$ cat config.mk
export PLATFORM = sky130hd
export DESIGN_NAME = interrupt_sequencer
export DESIGN_NICKNAME = d
export VERILOG_FILES = /design/src/rtl/interrupt_sequencer_pkg.sv /design/src/rtl/interrupt_sequencer_prio_enc.sv /design/src/rtl/interrupt_sequencer.sv
export SDC_FILE = /design/constraint.sdc
export NUM_CORES = 1
export LEC_CHECK = 0
export CORE_ASPECT_RATIO = 1.75
export CORE_UTILIZATION = 38
export DETAILED_ROUTE_END_ITERATION = 8
export GPL_TIMING_DRIVEN = 0
export PLACE_DENSITY = 0.74
export SYNTH_ARGS = -nofsm -noshare
export SYNTH_HDL_FRONTEND = slang
export SYNTH_SLANG_ARGS = --single-unit
$ cat constraint.sdc
create_clock -name clk -period 1.36 [get_ports clk]
set_input_delay 0.204 -clock clk [delete_from_list [all_inputs] [get_ports clk]]
set_output_delay 0.204 -clock clk [all_outputs]
set_load 0.02 [all_outputs]
$ cat src/rtl/interrupt_sequencer_pkg.sv
// Shared definitions for the interrupt sequencer: FSM encoding, line count,
// vector widths and default handler addresses.
package interrupt_sequencer_pkg;

  localparam int unsigned NUM_LINES = 4;
  localparam int unsigned ID_W      = 2;
  localparam int unsigned VEC_W     = 16;

  localparam logic [VEC_W-1:0] VEC_BASE_DEF   = 16'h0200;
  localparam logic [VEC_W-1:0] VEC_STRIDE_DEF = 16'h0010;

  typedef enum logic [1:0] {
    ST_IDLE    = 2'd0,
    ST_REQ     = 2'd1,
    ST_SERVICE = 2'd2
  } state_t;

endpackage

$ cat src/rtl/interrupt_sequencer_prio_enc.sv
// Fixed-priority encoder over the request lines; index 0 wins.
// Ports: req    - request vector
//        valid  - at least one request bit set
//        idx    - index of the lowest set bit (0 when none)
module irq_prio_enc
  import interrupt_sequencer_pkg::*;
(
  input  logic [NUM_LINES-1:0] req,
  output logic                 valid,
  output logic [ID_W-1:0]      idx
);

  // Scan from the top so the lowest set index is the last one written.
  always_comb begin
    idx = '0;
    for (int i = int'(NUM_LINES) - 1; i >= 0; i--) begin
      if (req[i]) idx = ID_W'(i);
    end
  end

  assign valid = |req;

endmodule

$ cat src/rtl/interrupt_sequencer.sv
// Interrupt sequencer: edge-detects level request lines, holds them pending,
// arbitrates by fixed priority and hands one request at a time to the core.
// Ports: clk, rst (async, active high)
//        irq_in      - level request lines, bit 0 highest priority
//        excp_active - core in exception mode, blocks new requests
//        cfg_we/cfg_data - config write: bit 4 global enable, bits 3:0 line mask
//        irq_ack     - core took the redirect
//        eoi         - handler finished
//        irq_req     - redirect request
//        irq_vector  - handler address, valid while irq_req
//        busy        - a line is in service
//        active_id   - line requested or in service
module interrupt_sequencer
  import interrupt_sequencer_pkg::*;
#(
  parameter logic [15:0] VEC_BASE   = VEC_BASE_DEF,
  parameter logic [15:0] VEC_STRIDE = VEC_STRIDE_DEF
) (
  input  logic        clk,
  input  logic        rst,
  input  logic [3:0]  irq_in,
  input  logic        excp_active,
  input  logic        cfg_we,
  input  logic [4:0]  cfg_data,
  input  logic        irq_ack,
  input  logic        eoi,
  output logic        irq_req,
  output logic [15:0] irq_vector,
  output logic        busy,
  output logic [1:0]  active_id
);

  state_t               state, state_d;
  logic [NUM_LINES-1:0] irq_q;
  logic [NUM_LINES-1:0] pending, pending_d;
  logic [NUM_LINES-1:0] mask;
  logic                 gen_en;
  logic [NUM_LINES-1:0] edge_det;
  logic [NUM_LINES-1:0] eligible;
  logic [NUM_LINES-1:0] clr;
  logic                 enc_valid;
  logic [ID_W-1:0]      enc_idx;
  logic                 ack_take;
  logic                 req_d;
  logic [VEC_W-1:0]     vec_d;
  logic                 busy_d;
  logic [ID_W-1:0]      id_d;

  assign edge_det = irq_in & ~irq_q;
  assign eligible = gen_en ? (pending & mask) : '0;

  irq_prio_enc u_prio_enc (
    .req   (eligible),
    .valid (enc_valid),
    .idx   (enc_idx)
  );

  // A new edge on the line being acknowledged re-arms it (set beats clear).
  assign clr       = ack_take ? (NUM_LINES'(1) << active_id) : '0;
  assign pending_d = (pending & ~clr) | edge_det;

  // Next-state and next-output logic; outputs hold unless a transition fires.
  always_comb begin
    state_d  = state;
    req_d    = irq_req;
    vec_d    = irq_vector;
    busy_d   = busy;
    id_d     = active_id;
    ack_take = 1'b0;
    case (state)
      ST_IDLE: begin
        if (enc_valid && !excp_active) begin
          state_d = ST_REQ;
          req_d   = 1'b1;
          id_d    = enc_idx;
          vec_d   = VEC_W'(VEC_BASE + VEC_W'(enc_idx) * VEC_STRIDE);
        end
      end
      ST_REQ: begin
        if (irq_ack) begin
          state_d  = ST_SERVICE;
          req_d    = 1'b0;
          busy_d   = 1'b1;
          ack_take = 1'b1;
        end
      end
      ST_SERVICE: begin
        if (eoi) begin
          state_d = ST_IDLE;
          busy_d  = 1'b0;
        end
      end
      default: begin
        state_d = ST_IDLE;
        req_d   = 1'b0;
        busy_d  = 1'b0;
      end
    endcase
  end

  // State, request bookkeeping, config and registered outputs.
  always_ff @(posedge clk or posedge rst) begin
    if (rst) begin
      state      <= ST_IDLE;
      irq_q      <= '0;
      pending    <= '0;
      mask       <= '0;
      gen_en     <= 1'b0;
      irq_req    <= 1'b0;
      irq_vector <= '0;
      busy       <= 1'b0;
      active_id  <= '0;
    end else begin
      state      <= state_d;
      irq_q      <= irq_in;
      pending    <= pending_d;
      if (cfg_we) begin
        gen_en <= cfg_data[4];
        mask   <= cfg_data[3:0];
      end
      irq_req    <= req_d;
      irq_vector <= vec_d;
      busy       <= busy_d;
      active_id  <= id_d;
    end
  end

endmodule

==> results.md, run 1 <==
* Synth Instances at 83
* Placement-stage worst setup slack at -0.1885 ns
* FF-to-FF Start: state[1]
* Antenna cells at 0
* Worst slew margin at 51.04%
* CTS clock-pin slew for the worst setup and hold paths at 0.07 ns
* Max clock buf depth at 2
* Core Region at 2273 um^2
* Critical Path Max Stage Delay at 0.45 ns
* Most frequent cells in the layout: buf_4, dfrtp_1, clkdlybuf4s50_1
* Num rows at 23
* Gpl congestion at 0.7061
* CP arrival at 1.50 ns
* Clock buffer count from CTS at 3
* Largest net degree at the start of global routing at 21
* CTS Sinks at 20
* First-pass GRT wire length at 2635 um
* Chip height at 67.04 um
* Final setup vio count at 0
* Crit share post-route at 99.64%
* Synth unique cells at 17
* Drt first-iter violations at 3
* Post-synthesis sequential area ratio at 54.50%
* GR Overflow Total at 0
* Via density at 4.456
* Synth Cell Area at 918.4 um^2
* Area leader, netlist: dfrtp_1
* Later-pin clock latency in the skew report at 0.26 ns
* Post-Place Cells at 141
* Initial Utilization at 40.40%
* Area growth syn-to-layout at 42.51%
* Startpoint types: flop
* Final #Nets at 140
* Synth top area cells: dfrtp_1, buf_4, mux2_2, o21ai_0, nand2_1
* Ratio of cells with drive above 1 in the final layout at 35.48%
* Synth Warn # at 0
* CP max FO at 6
* Finished Layout Cells at 149
* Post-synthesis average cell area at 11.06 um^2
* Most common cell after layout, fill and taps aside: buf_4
* PwrDens at 1610 nW/um^2
* Fin. max-slew vios at 0
* Crit path cell chain: nor4b_4 -> o21a_4 -> mux2_4
* Port bufs at 21
* H-tree Lvls at 1
* Initial antenna violation count at 0
* Final setup margin at 0.004938 ns
* Worst Clk Skew at 0.001279 ns
* TritonRoute pass-1 iters at 4
* CP endpoint kind: flop
* DRC at 0
* WL per Instance at 10.52 um
* CP max-delay cell: dfrtp_2
* Min Clock Period, post-route at 1.355 ns
* CTS tree: built
* Vias in the first global route at 625
* Maximum Capacitance Violations at 0
* Peak supply drop at 0.9338 mV
* Via count at 664
* Setup crit start: state[1]
* I/O pin cnt at 35
* Wire length after detailed routing at 1567 um
* RSZ-0062 raised after global routing: yes
* Run status: finished, final reports clean
* Worst endpoint required time at 1.50 ns
* Final ANT Viol Nets at 0
* Die area at 2625 um^2
* Worst-margin pin slew at 0.7335 ns
* Seq cells post-synth at 20
* Synth top area share at 54.50%
* LEAKAGE at 0.0006428 uW
* F_max at 738.0 MHz
* Crit path kind: flop to flop
* Min-delay worst type: primary input to async pin
* Hpwl dp at 1211 um
* Root buf cell: clkbuf_8
* Core Util, Final at 57.57%
* Final count of hold timing violations at 0
* Total GRT Usage at 14.70%
* Die width at 39.16 um
metrics by stage:
stage	cell area, um^2	total power (uW)	hold slack (ns)	setup TNS [ns]
4_1_cts	1285	2084	0.3911	0
3_5_place_dp	1205	1535	0.4138	-0.2737
3_3_place_gp	1205	1516	0.4057	-0.2281
6_report	1309	2107	0.3668	0
5_1_grt	1309	2232	0.4101	-0.03229
2_1_floorplan	963.4	1247	0.1678	0
layer usage:
metal  track usage [%]  part of all wire, %  vias up
met5                 0                    0        -
met4             9.052                  1.9        0
met3             2.667                  6.8        4
met2             25.42                   55       26
met1             15.37                   36      308
li1                  -                    -      326
critical path, delay by kind of cell (launching register included):
kind	cells	cell delay [ns]
flops	1	0.45
compound gates	1	0.18
mux	1	0.29
simple gates	1	0.32
cell type report:
type | instances | area (um^2)
multi-input combinational | 54 | 335.3
inverter | 6 | 22.52
clock inverter | 1 | 30.03
clock buffer | 3 | 41.29
sequential | 20 | 505.5
timing repair buffer | 25 | 230.2
fill | 212 | 964.7
buffer | 15 | 112.6
tap | 25 | 31.28
where the power goes:
group	switching, uW	leakage (uW)	internal [uW]	total [uW]
combinational	335	0.000389	351	686
sequential	113	0.000218	727	840
clock	189	0.0000357	393	581
total	637	0.000643	1470	2110
registers in the layout, summed over array words and instances, names as in the netlist:
name and flops:
pending 4, irq_vector 2, busy 1, mask 4
gen_en 1, irq_req 1, state 2, active_id 1
irq_q 4
synth_stat cells (all sizes together):
cell type	count
nor2	2
buf	15
nand3	2
nand2	10
dfrtp	20
and3b	1
mux2	6
inv	6
or2	1
a21oi	4
nand2b	1
o21ai	9
conb	1
nor4b	1
o21a	1
a21o	3
repair_timing:
action                                  in CTS  in global routing
hold endpoints to repair                     0                  0
endpoints found under the setup margin       8                  3
setup buffers                                2                  2
pin swaps                                    1                  1
hold buffers                                 0                  0
gates resized for setup                     11                  4
cells by family (layout without fill, tap and decap cells):
family,count (synthesis),in the layout,synth area share (%)
AND/OR/NAND/NOR,18,18,11.04
flip-flops,20,20,54.50
other,1,13,0.4083
multiplexers,6,6,7.765
AO/OA/AOI/OAI,17,17,11.58
buffers and inverters,21,50,14.71
final timing paths:
check	end	slack (ns)	cells after the start
min in group clk	irq_q[1]	0.41	1
hold reg to reg	pending[1]	0.42	1
max in group asynchronous	active_id[0]	0.48	2
setup reg to reg	active_id[0]	0.005	3
setup / recovery	active_id[0]	0.005	3
hold / removal	irq_q[2]	0.37	2
Note: power is estimated with default switching activity, not from simulation.
==> inputs of run 2 (changes only) <==
Settings changed: CAP_MARGIN from default to 40, SETUP_SLACK_MARGIN from default to 0.02.
Clock period 1.36 ns to 1.2 ns, I/O delays scaled along.
==> run 2 against run 1 <==
Against the previous run: the run now ends with setup timing left; sequential power increased by 13%; largest cell class unchanged; maximum frequency increased by 2.5%; clock power increased by 14%; sequential share of layout area decreased by 2.9 points; non-clock buffer count increased by 12; count of clock-buffer cells in the layout unchanged; critical path depth unchanged; design area increased by 8.1%.
==> results.md, run 2 (synthesized netlist as in run 1, its figures left out) <==
* Num rows at 23 (unchanged)
* DRC at 0 (unchanged)
* Drt first-iter violations at 3 (unchanged)
* Crit path cell chain: nor4b_4 -> o21a_4 -> mux2_4
* TritonRoute pass-1 iters at 4 (unchanged)
* Via density at 4.429 (-0.62%)
* CTS Hold Buffers Added at 0 (unchanged)
* Gpl congestion at 0.7133 (+1.0%)
* Initial Utilization at 40.40% (unchanged)
* Final Hold Slack at 0.3402 ns (-0.02657 ns)
* Setup TNS at -0.2857 ns (-0.2857 ns)
* Clock buffer count from CTS at 3 (unchanged)
* Worst-margin pin slew at 0.7286 ns (-0.004890 ns)
* Peak supply drop at 1.448 mV (+55%)
* Cell family with most CP delay: flip-flops
* GR Overflow Total at 0 (unchanged)
* Largest regs: irq_q: 4 flops, mask: 4 flops, pending: 4 flops
* I/O pin cnt at 35 (unchanged)
* Final ANT Viol Nets at 0 (unchanged)
* Largest net degree at the start of global routing at 21 (unchanged)
* Most frequent cells in the layout: buf_4, dfrtp_1, clkdlybuf4s50_1
* Hpwl dp at 1251 um (+3.3%)
* Wire length after detailed routing at 1857 um (+19%)
* Final count of hold timing violations at 0 (unchanged)
* Die area at 2625 um^2 (unchanged)
* Core Util, Final at 62.25% (+4.7 points)
* Total GRT Usage at 15.38% (+0.68 points)
* Core Region at 2273 um^2 (unchanged)
* WP buf/inv at 0 (unchanged)
* Min-delay worst type: primary input to async pin
* Chip height at 67.04 um (unchanged)
* Crit share post-route at 110.2% (+11 points)
* # fillers at 193 (-9.0%)
* Min Clock Period, post-route at 1.322 ns (-0.03308 ns)
* Via count at 713 (+7.4%)
* Critical Path Max Stage Delay at 0.43 ns (-0.02 ns)
* CTS clock-pin slew for the worst setup and hold paths at 0.07 ns (about the same)
* Failing checks: setup timing
* Area growth syn-to-layout at 54.09%
* Final setup vio count at 5 (+5)
* CP arrival at 1.46 ns (-0.04 ns)
* Vias in the first global route at 682 (+9.1%)
* Crit path kind: flop to flop
* Final setup margin at -0.1220 ns (-0.1269 ns)
* F_max at 756.4 MHz (+2.5%)
* Antenna cells at 0 (unchanged)
* Port bufs at 21 (unchanged)
* First-pass GRT wire length at 2808 um (+6.6%)
* WL per Instance at 11.53 um (+9.7%)
* Design Area, Final at 1415 um^2 (+8.1%)
* Die width at 39.16 um (unchanged)
* Placed Area at 1205 um^2 (unchanged)
* Fin. max-slew vios at 0 (unchanged)
* Most common cell after layout, fill and taps aside: buf_4
* LEAKAGE at 0.0006975 uW (+8.5%)
* Final #Nets at 152 (+8.6%)
* CP endpoint kind: flop
* Max clock buf depth at 2 (unchanged)
* Root buf cell: clkbuf_8
* H-tree Lvls at 1 (unchanged)
* CTS Sinks at 20 (unchanged)
* Later-pin clock latency in the skew report at 0.25 ns (about the same)
* CP max-delay cell: dfrtp_2
* PwrDens at 1845 nW/um^2 (+15%)
* CTS tree: built
* Initial antenna violation count at 0 (unchanged)
* Worst Clk Skew at 0.004253 ns (+0.002974 ns)
* Startpoint types: flop
* Worst slew margin at 51.37% (+0.33 points)
* Run status: finished with violations
* Maximum Capacitance Violations at 0 (unchanged)
* Ratio of cells with drive above 1 in the final layout at 44.85% (+9.4 points)
* CP max FO at 2 (-4)
* RSZ-0062 raised after global routing: yes
* Worst endpoint required time at 1.34 ns (-0.16 ns)
## run 2: area by class of cell
cell class / instances / area (um^2) / area share, %
inverters: 6 / 22.52 / 1.592
well taps: 25 / 31.28 / 2.210
clock inverters: 1 / 30.03 / 2.122
flip-flops and latches: 20 / 505.5 / 35.72
multi-input cells: 54 / 346.6 / 24.49
clock buffers: 3 / 41.29 / 2.918
repair buffers: 37 / 325.3 / 22.99
plain buffers: 15 / 112.6 / 7.958
## run 2: metal layers
layer | GRT usage [%] | routed length, um | up-vias
met4 | 5.172 | 31 | 0
met2 | 30.63 | 1056 | 29
met5 | 0 | 0 | -
met3 | 2.000 | 100 | 4
li1 | - | - | 349
met1 | 14.54 | 668 | 331
## run 2: power by group
part	internal [uW]	leakage (uW)	switching, uW	total [uW]
sequential	823	0.000218	128	951
combinational	545	0.000444	454	999
clock	445	0.0000357	216	660
total	1810	0.000698	797	2610
## run 2: worst register-to-register path: stages, from the launching register on
cell     delay [ns]
dfrtp_2        0.43
nor4b_4        0.30
o21a_4         0.19
mux2_4         0.29
## run 2: path summary, 6_finish.rpt
check                      depth (start not counted)  startpoint  slack (ns)            to
max                                                3    state[0]       -0.12  active_id[0]
min                                                2         rst        0.34    pending[0]
max reg2reg                                        3    state[0]       -0.12  active_id[0]
min reg2reg                                        1    irq_q[2]        0.41    pending[2]
max in group asynchronous                          2         rst        0.35      state[0]
min in group clk                                   1   irq_in[0]        0.39      irq_q[0]
## run 2: repair_timing
action / CTS / global route
setup endpoints to repair: 12 / 10
buffers inserted: 10 / 7
resized for setup: 27 / 7
hold endpoints to repair: 0 / 0
pin swaps: 7 / 8
## run 2: through the flow
| stage | power (uW) | instances | setup WS, ns |
|---|---|---|---|
| after floorplan | 1413 | 95 | -0.1160 |
| after global placement | 1719 | 141 | -0.3734 |
| after detailed placement | 1741 | 141 | -0.3948 |
| after CTS | 2483 | 155 | -0.1250 |
| after global routing | 2740 | 161 | -0.1806 |
| final | 2610 | 161 | -0.1220 |
==> inputs of run 3 (changes only) <==
--- a/config.mk
+++ b/config.mk
@@ -9,4 +9,5 @@
 export CORE_ASPECT_RATIO = 1.75
 export CORE_UTILIZATION = 38
+export CTS_BUF_LIST = sky130_fd_sc_hd__clkbuf_8 sky130_fd_sc_hd__clkbuf_16
 export DETAILED_ROUTE_END_ITERATION = 8
 export GPL_TIMING_DRIVEN = 0
==> constraint.sdc (replaced) <==
create_clock -name clk -period 1.2 [get_ports clk]
set_input_delay 0.18 -clock clk [delete_from_list [all_inputs] [get_ports clk]]
set_output_delay 0.18 -clock clk [all_outputs]
set_load 0.1 [all_outputs]
==> run 3 against run 2 <==
Against the previous run: the flow still finishes with violations (setup timing); critical path depth stayed put; combinational power rose by 120%; sequential share of layout area shrank 2.0 points; wire length grew 5.7%; non-clock buffer count increased by 2; sequential power up 2.2%; clock skew rose by 0.00081 ns; cell count grew 1.2%; largest cell class is now buffers; largest power group unchanged; highest routed layer unchanged.
==> results.md, run 3 (synthesized netlist as in run 1, its figures left out) <==
* Largest net degree at the start of global routing at 21 (unchanged)
* FF/Latch Area at 511.7 um^2 (+1.2%)
* Worst slew margin at 50.58% (-0.79 points)
* Gpl congestion at 0.6999 (-1.9%)
* GR Layer Usage met3 at 3.000% (+1.0 points)
* PwrDens at 2426 nW/um^2 (+31%)
* H-tree Lvls at 1 (unchanged)
* Die width at 39.16 um (unchanged)
* LEAKAGE at 0.0007344 uW (+5.3%)
* Final #Nets at 154 (+1.3%)
* Tot Pwr at 3678 uW (+41%)
* Port bufs at 21 (unchanged)
* Most frequent cells in the layout: buf_4, clkdlybuf4s50_1, conb_1, dfrtp_1, buf_12
* GR peak layer: met2
* Die area at 2625 um^2 (unchanged)
* Met2 Use GR at 29.58% (-1.0 points)
* Final count of hold timing violations at 0 (unchanged)
* WL per Instance at 12.04 um (+4.4%)
* Drt first-iter violations at 6 (+3)
* Vias in the first global route at 694 (+1.8%)
* Run status: finished with violations
* Final ANT Viol Nets at 0 (unchanged)
* Chip height at 67.04 um (unchanged)
* RSZ-0062 raised after global routing: yes
* Via density at 4.497 (+1.5%)
* Ratio of cells with drive above 1 in the final layout at 51.45% (+6.6 points)
* CTS clock-pin slew for the worst setup and hold paths at 0.07 ns (about the same)
* # fillers at 169 (-12%)
* Root buf cell: clkbuf_8
* Max clock buf depth at 2 (unchanged)
* I/O pin cnt at 35 (unchanged)
* Worst Clk Skew at 0.005062 ns (+0.0008086 ns)
* Final setup vio count at 4 (-1)
* Min-delay worst type: primary input to async pin
* Startpoint types: flop
* Final Hold Slack at 0.3431 ns (+0.002876 ns)
* Maximum Capacitance Violations at 0 (unchanged)
* Worst-margin pin slew at 0.7405 ns (+0.01189 ns)
* F_max at 747.8 MHz (-1.1%)
* Placed Area at 1319 um^2 (+9.4%)
* Crit share post-route at 111.4% (+1.3 points)
* Num rows at 23 (unchanged)
* CP endpoint kind: output port
* Area growth syn-to-layout at 65.12%
* DRC at 0 (unchanged)
* CP max FO at 4 (+2)
* CTS Hold Buffers Added at 0 (unchanged)
* Design Area, Final at 1516 um^2 (+7.2%)
* Min Clock Period, post-route at 1.337 ns (+0.01519 ns)
* First-pass GRT wire length at 2973 um (+5.9%)
* Most common cell after layout, fill and taps aside: buf_4
* TritonRoute pass-1 iters at 6 (+2)
* CP arrival at 1.16 ns (-0.30 ns)
* Clock buffer count from CTS at 3 (unchanged)
* Initial Utilization at 40.40% (unchanged)
* Worst endpoint required time at 1.02 ns (-0.32 ns)
* Hpwl dp at 1294 um (+3.4%)
* Multi-input gate area at 356.6 um^2 (+2.9%)
* Via count at 733 (+2.8%)
* Peak supply drop at 1.387 mV (-4.2%)
* Later-pin clock latency in the skew report at 0.26 ns (about the same)
* Fin. max-slew vios at 0 (unchanged)
* Largest regs: irq_q: 4 flops, mask: 4 flops, pending: 4 flops
* Wire length after detailed routing at 1963 um (+5.7%)
* CTS tree: built
* CTS Sinks at 20 (unchanged)
* Failing checks: setup timing
* GR Overflow Total at 0 (unchanged)
* Crit path kind: flop to output port
* Initial antenna violation count at 0 (unchanged)
* GR Layer Usage met1 at 17.98% (+3.4 points)
* Total GRT Usage at 16.69% (+1.3 points)
* Antenna cells at 0 (unchanged)
* Final setup margin at -0.1372 ns (-0.01519 ns)
* Core Region at 2273 um^2 (unchanged)
run 3: cell type report:
cell class,instances,share of cell area (%)
sequential,20,33.75
inverter,6,1.485
clock buffer,4,3.630
tap,25,2.063
multi-input combinational,54,23.51
buffer,15,7.673
timing repair buffer,39,27.89
run 3: layer usage:
layer / share of wire [%] / wire length (um)
met1: 36 / 703
met2: 57 / 1116
met4: 2.4 / 48
met3: 4.8 / 94
met5: 0 / 0
run 3: what timing repair did:
item	4_1_cts	5_1_grt
setup endpoints to repair	12	10
pin swaps	8	6
resized for setup	37	6
gates cloned	0	0
setup buffers	10	5
run 3: per-stage QoR:
stage	setup WS (ns)	utilization (%)	setup TNS, ns	instances
after global routing	-0.1631	66.70	-0.4504	163
after floorplan	-0.1160	-	-0.1754	95
after detailed placement	-0.3948	58.01	-2.833	148
after CTS	-0.1439	64.61	-0.2999	159
final	-0.1372	66.70	-0.3148	163
after global placement	-0.6407	53.38	-5.223	141
run 3: power by group:
group / switching [uW] / internal (uW)
clock network: 213 / 292
registers: 135 / 837
logic: 1300 / 903
run 3: critical path, cell delays in order (launching register included):
cell	delay, ns
dfrtp_4	0.51
buf_6	0.13
buf_6	0.11
buf_12	0.15
run 3: final timing paths:
check                        startpoint  slack [ns]  depth (start not counted)       endpoint
max                        active_id[0]       -0.14                          3  irq_vector[4]
min                                 rst        0.34                          2        mask[3]
max reg2reg                    state[0]       -0.12                          3   active_id[0]
min reg2reg                    irq_q[2]        0.42                          1     pending[2]
max in group asynchronous           rst        0.32                          2   active_id[0]
min in group clk              irq_in[3]        0.39                          1       irq_q[3]
